$ cat config.mk
export PLATFORM = sky130hd
export DESIGN_NAME = mux_n_rr
export DESIGN_NICKNAME = d
export VERILOG_FILES = /design/src/rtl/mux_n_rr.sv
export SDC_FILE = /design/constraint.sdc
export NUM_CORES = 1
export LEC_CHECK = 0
export BUFFER_PORTS_ARGS = -buffer_cell sky130_fd_sc_hd__clkbuf_2
export CELL_PAD_IN_SITES_DETAIL_PLACEMENT = 0
export CELL_PAD_IN_SITES_GLOBAL_PLACEMENT = 1
export CORE_AREA = 2 2 41 71
export CTS_CLUSTER_SIZE = 24
export DETAILED_ROUTE_END_ITERATION = 12
export DIE_AREA = 0 0 43 73
export GPL_ROUTABILITY_DRIVEN = 0
export PLACE_DENSITY_LB_ADDON = 0.1
export SYNTH_ARGS = -nofsm -noshare
export SYNTH_HDL_FRONTEND = slang
export SYNTH_SLANG_ARGS = --single-unit
$ cat constraint.sdc
create_clock -name clk -period 6.72 [get_ports clk]
set_input_delay 0 -clock clk [delete_from_list [all_inputs] [get_ports clk]]
set_output_delay 0 -clock clk [all_outputs]
set_load 0.02 [all_outputs]
$ cat src/rtl/mux_n_rr.sv
// rtl/mux_n_rr.sv - N-channel arbitrated mux (round-robin or fixed priority) with one output register stage
module mux_n_rr #(
    parameter int WIDTH = 4,
    parameter int N     = 4,
    parameter int FIXED = 0
) (
    input  logic                   clk,
    input  logic                   rst_n,
    input  logic [N*WIDTH-1:0]     in_data,
    input  logic [N-1:0]           in_valid,
    output logic [N-1:0]           in_ready,
    output logic [WIDTH-1:0]       out_data,
    output logic                   out_valid,
    input  logic                   out_ready,
    output logic [$clog2(N)-1:0]   out_sel
);

    localparam int SELW = $clog2(N);

    logic [SELW-1:0] ptr;
    logic [N-1:0]    grant;
    logic [SELW-1:0] gsel;
    logic            any_valid;
    logic            load_en;

    // The register stage can accept a word when empty or draining this cycle; never while in reset.
    assign load_en  = rst_n & (~out_valid | out_ready);
    assign in_ready = grant & {N{load_en}};

    // Search starts at ptr (or 0 in fixed mode) and wraps modulo N, so indexes stay below N.
    always_comb begin
        logic [SELW-1:0] idx;
        grant     = '0;
        gsel      = '0;
        any_valid = 1'b0;
        idx       = '0;
        for (int i = 0; i < N; i++) begin
            idx = (FIXED != 0) ? SELW'(i) : SELW'((int'(ptr) + i) % N);
            if (!any_valid && in_valid[idx]) begin
                any_valid  = 1'b1;
                grant[idx] = 1'b1;
                gsel       = idx;
            end
        end
    end

    always_ff @(posedge clk or negedge rst_n) begin
        if (!rst_n) begin
            out_valid <= 1'b0;
            out_data  <= '0;
            out_sel   <= '0;
            ptr       <= '0;
        end else if (load_en) begin
            if (any_valid) begin
                out_valid <= 1'b1;
                out_data  <= in_data[int'(gsel)*WIDTH +: WIDTH];
                out_sel   <= gsel;
                if (FIXED == 0) begin
                    ptr <= SELW'((int'(gsel) + 1) % N);
                end
            end else begin
                out_valid <= 1'b0;
            end
        end
    end

endmodule
# After elaboration in Yosys (flattened, before gate mapping)
# Index checks and enable logic that the tools add are counted.
# totals
regBits	9
inputBits	23
out_inout_bits	11
word_cells	64
# op_classes
n_addsub	4
magnitude_cmp	8
shift	1
mux	29
bitwise	7
n_reduce_logical	11
# ops
op	count
2-to-1 mux 4 bit	4
variable part select 16 x 5 -> 4 bit	1
2-to-1 mux 1 bit	13
< comparator 2 x 3 -> 1 bit, second input constant	4
OR 4 bit	3
binary-select mux 1 bit (select 2 bit)	4
demux 1 bit (select 2 bit)	4
greater-or-equal comparator 2 x 1 -> 1 bit, second input constant	4
2-to-1 mux 2 bit	4
logical AND 1 bit	7
adder 2 x 1 -> 2 bit, second input constant	2
adder 2 bit, second input constant	2
bitwise AND 4 bit	1
logical NOT 1 bit	3
AND reduction 2 bit	1
bitwise AND 1 bit	1
inverter 1 bit	1
OR 1 bit	1

# Depth between registers and ports, before layout
# depth
depth_word	13
mapped_depth	11
ltp_nobuf	8

# Least setup slack after synthesis
# Ideal clock, no wire load.
# synth_path
path_kind	flip-flop to flip-flop
start	reg ptr[0]
end	reg ptr[1]
setup_ns	0.126
arrival_time_ns	2.510
required_time_ns	6.594
slack_ns	4.084
path_stages_with_launch	11
period_less_slack_ns	2.636
cell_sequence	dfrtp_1 -> buf_6 -> inv_1 -> ha_1 -> buf_4 -> or3b_1 -> a2111o_1 -> nand3_2 -> o21ai_2 -> buf_6 -> a221o_1
# synth_via
elab_chain_len	13
# synth_rtl
item	line	source
from (decl)	20	logic [SELW-1:0] ptr;
from (signal assigned)	59	ptr <= SELW'((int'(gsel) + 1) % N);
branches (longest 13 deep; another with adder 2 x 1 -> 2 bit)	-	
# Several ways; the timed one is not identified. The select of a mux whose other input is x is not followed.
# A chain may end at the register's enable or synchronous reset.

# Worst setup path after layout
# Ends and elaborated chain as after synthesis.

==> flow_summary_export.csv <==
group,metric,value,unit
run_status,outcome,"finished clean",
detailed_routing,dr_total_vias,906,
clock_network,cts_bufs_inserted,3,
clock_network,cts_post_setup_buffers_inserted,0,
worst_setup_path,cp_data_arrival_time,3.07,ns
yosys,syn_area,951,µm²
worst_setup_path,critical_path_cell_count,7,
pwr,power_report.internal_total,0.257,mW
worst_setup_path,crit_path_start,"ptr[0]$_DFFE_PN0P_",
global_route,groute.usage.overall,0.167,
timing,timing.final.setup_violations,0,
yosys,post_synth_num_cell_types,33,
worst_setup_path,endpoint_kind,"flip-flop",
final_layout,final_layout_size_suffix_gt1_frac,0.319,
detailed_routing,drtPass1Iterations,4,
placed_design,detailedPlacementHpwl,1.94,mm
yosys,postSynth.asyncResetShare,1.00,
pwr,power_total,0.495,mW
timing,final_hold_viol_count,0,
die,core_footprint,2630,µm²
yosys,synth-edff-count,0,
timing,min_period,2.96,ns
worst_setup_path,timing.critical_path.to,"ptr[1]$_DFFE_PN0P_",
pwr,pwr-share-clk,0.124,
worst_setup_path,worstReg2RegEnd,"ptr[1]$_DFFE_PN0P_",
global_route,pin_count_of_the_biggest_net_entering_global_routing,14,
clock_network,cts_htree_levels,1,
yosys,ys_seq_area_frac,0.237,
detailed_routing,post_route_ant_nets,0,
timing,totalNegativeSetupSlack,0,ns
timing,timing.final.max_slew_violations,0,
worst_setup_path,path_cells,"inv_1 -> ha_1 -> or3b_1 -> a2111o_1 -> nand3_2 -> o21ai_2 -> a221o_1",
worst_setup_path,top_fanout_value_on_the_critical_path,13,
worst_setup_path,critical-path-max-stage-delay,0.60,ns
clock_network,cts-root-buf,"sky130_fd_sc_hd__clkbuf_8",
global_route,globalRouteOverflowTotal,0,
yosys,post_synth_inst_count,103,
clock_network,ctsLongestPathBuffers,2,
timing,timing.clock.skew,0.000590,ns
worst_setup_path,critical_path_buf_inv_count,1,
pwr,p_per_area,432,nW/µm²
pwr,power_leakage,0.589,nW
clock_network,clock_latency_of_the_later_clocked_register_in_the_worst_skew_pair,0.23,ns
clock_network,cts.sinks,9,
yosys,synthesis.nets,134,
worst_setup_path,critical_path.top_delay_family,"compound AO/OA/AOI/OAI gates",
yosys,synth_top_flop_cell,"sky130_fd_sc_hd__dfrtp_1",
worst_setup_path,crit_start_category,"flip-flop",
global_route,grt_first_pass_wirelength,4.06,mm
worst_setup_path,critPathRequiredTime,6.83,ns
pwr,share_seq_of_total_power,0.217,
timing,layout_worst_path_cycle_share,0.441,
final_layout,num-nets-final,167,
die,num_io_pins,34,
placed_design,post-place-ws,3.76,ns
timing,hold_slack,0.0860,ns
timing,max_clock_freq,337,MHz
yosys,syn-mean-instance-area,9.23,µm²
pwr,power.net_switching,0.238,mW
worst_setup_path,ws_path_type,"flip-flop to flip-flop",
pwr,power.combinational.fraction,0.660,
global_route,antenna_found_initial,0,
worst_setup_path,setup.reg_to_reg.worst_slack,3.76,ns
final_layout,register_cell_area_after_layout,225,µm²
clock_network,clk_transition_reported_paths,0.05,ns
placed_design,port_buffers,33,
min_path,timing.hold.worst.class,"input pin to flip-flop",
timing,unrepaired_setup_endpoints_after_global_routing,"false",
worst_setup_path,timing.reg2reg.worst_path_depth,7,
run,cap_viol_max_count,0,
timing,final_critical_path_setup_slack,3.76,ns
detailed_routing,drc_errors,0,
clock_network,tritoncts,"built",
die,rows,25,
detailed_routing,drt-wirelength-per-cell,15.1,µm
final_layout,multi_input_area,652,µm²
worst_setup_path,worst_r2r_startpoint,"ptr[0]$_DFFE_PN0P_",
min_path,hp-start,"in_data[14]",
pwr,worst_ir_drop_on_vdd,0.192,mV
timing,worst_slew_pin_slew,0.623,ns
pwr,power.share.switching,0.481,
detailed_routing,vias_per_cell,5.59,
detailed_routing,drt_iter0_markers,12,
timing,max_slew_margin,0.585,
die,initial_core_util,0.362,
die,die_area,3140,µm²
detailed_routing,drt_wl_total,2.44,mm
yosys,postSynthRegisterBits,9,
final_layout,insertedDiodeCount,0,
die,dieHeight,73,µm
final_layout,area_delta_synth_final,20.7,%
die,die_width,43,µm
yosys,yosysWarnings,0,
final_layout,fillerInstances,300,
worst_setup_path,slowest_stage,"sky130_fd_sc_hd__dfrtp_1",
global_route,first_global_vias,883,
-- worst min-delay path: stages --
cell	delay, ns
sky130_fd_sc_hd__clkbuf_2	0.07
sky130_fd_sc_hd__mux2i_1	0.05
sky130_fd_sc_hd__o221ai_1	0.15
-- logic make-up after synthesis --
kind of cell / Yosys count / synth area share
compound gates: 28 / 0.217
fa+ha+maj: 8 / 0.105
buf+inv: 10 / 0.0776
flops: 9 / 0.237
mux: 12 / 0.174
simple gates: 36 / 0.189
-- Yosys cell counts (2+ instances only) --
cell | instances | share of area
sky130_fd_sc_hd__dfrtp_1 | 9 | 0.24
sky130_fd_sc_hd__nor2_1 | 16 | 0.063
sky130_fd_sc_hd__a22oi_1 | 4 | 0.032
sky130_fd_sc_hd__mux2i_1 | 9 | 0.095
sky130_fd_sc_hd__buf_6 | 3 | 0.036
sky130_fd_sc_hd__ha_1 | 8 | 0.11
sky130_fd_sc_hd__a221oi_1 | 4 | 0.037
sky130_fd_sc_hd__a21oi_1 | 3 | 0.016
sky130_fd_sc_hd__o21ai_0 | 6 | 0.032
sky130_fd_sc_hd__nor3b_1 | 2 | 0.016
sky130_fd_sc_hd__mux4_1 | 2 | 0.055
sky130_fd_sc_hd__inv_1 | 4 | 0.016
sky130_fd_sc_hd__nand2_1 | 10 | 0.039
sky130_fd_sc_hd__o221ai_1 | 4 | 0.037
-- repair_timing --
item	in CTS	in global routing
gates resized for setup	0	0
hold buffers	1	0
endpoints found under the hold margin	9	0
-- power by group through the flow --
stage / sequential, mW / combinational (mW) / clock (mW)
6_report: 0.107 / 0.327 / 0.0612
5_1_grt: 0.111 / 0.362 / 0.0676
4_1_cts: 0.108 / 0.330 / 0.0639
3_5_place_dp: 0.108 / 0.329 / 0
3_3_place_gp: 0.107 / 0.325 / 0
2_1_floorplan: 0.120 / 0.255 / 0
-- layer usage --
| layer | GRT usage | routed length [µm] | up-vias | share of wire |
|---|---|---|---|---|
| li1 | - | - | 449 | - |
| met1 | 0.183 | 919 | 431 | 0.38 |
| met2 | 0.320 | 1400 | 22 | 0.58 |
| met3 | 0.0124 | 78 | 4 | 0.032 |
| met4 | 0.0673 | 39 | 0 | 0.016 |
| met5 | 0 | 0 | - | 0 |
-- cell type report --
cell class / instances / share of cell area
multi-input combinational: 84 / 0.568
sequential: 9 / 0.196
timing repair buffer: 34 / 0.153
clock buffer: 3 / 0.0360
tap: 27 / 0.0294
inverter: 4 / 0.0131
clock inverter: 1 / 0.00436
-- sequential cells by signal (all words and copies together), names as in the netlist --
register   flops
out_data       4
out_sel        2
ptr            2
out_valid      1
-- layout by cell type, fill, tap and decap left out, types with 2 or more instances in the layout --
| cell | instances |
|---|---|
| sky130_fd_sc_hd__mux4_1 | 2 |
| sky130_fd_sc_hd__a22oi_1 | 4 |
| sky130_fd_sc_hd__o21ai_0 | 6 |
| sky130_fd_sc_hd__clkbuf_8 | 3 |
| sky130_fd_sc_hd__inv_1 | 4 |
| sky130_fd_sc_hd__nor3b_1 | 2 |
| sky130_fd_sc_hd__ha_1 | 8 |
| sky130_fd_sc_hd__o221ai_1 | 4 |
| sky130_fd_sc_hd__clkbuf_2 | 33 |
| sky130_fd_sc_hd__a221oi_1 | 4 |
| sky130_fd_sc_hd__dfrtp_1 | 9 |
| sky130_fd_sc_hd__mux2i_1 | 9 |
| sky130_fd_sc_hd__nor2_1 | 16 |
| sky130_fd_sc_hd__nand2_1 | 10 |
| sky130_fd_sc_hd__a21oi_1 | 3 |
-- through the flow --
stage          utilization  area [µm²]  instances
2_1_floorplan            -         951        103
3_3_place_gp         0.415        1090        157
3_5_place_dp         0.415        1090        157
4_1_cts              0.437        1150        162
5_1_grt              0.437        1150        162
6_report             0.437        1150        162
-- worst min path at each step --
stage	slack, ns	end	cells past startpoint
5_1_grt	0.11	out_data[1]$_DFFE_PN0P_	3
2_1_floorplan	-0.30	out_data[0]$_DFFE_PN0P_	0
4_1_cts	0.08	out_data[1]$_DFFE_PN0P_	3
3_5_place_dp	-0.12	out_data[0]$_DFFE_PN0P_	1
3_3_place_gp	-0.12	out_valid$_DFFE_PN0P_	1
6_report	0.09	out_data[2]$_DFFE_PN0P_	3
(Power assumes the default switching activity.)
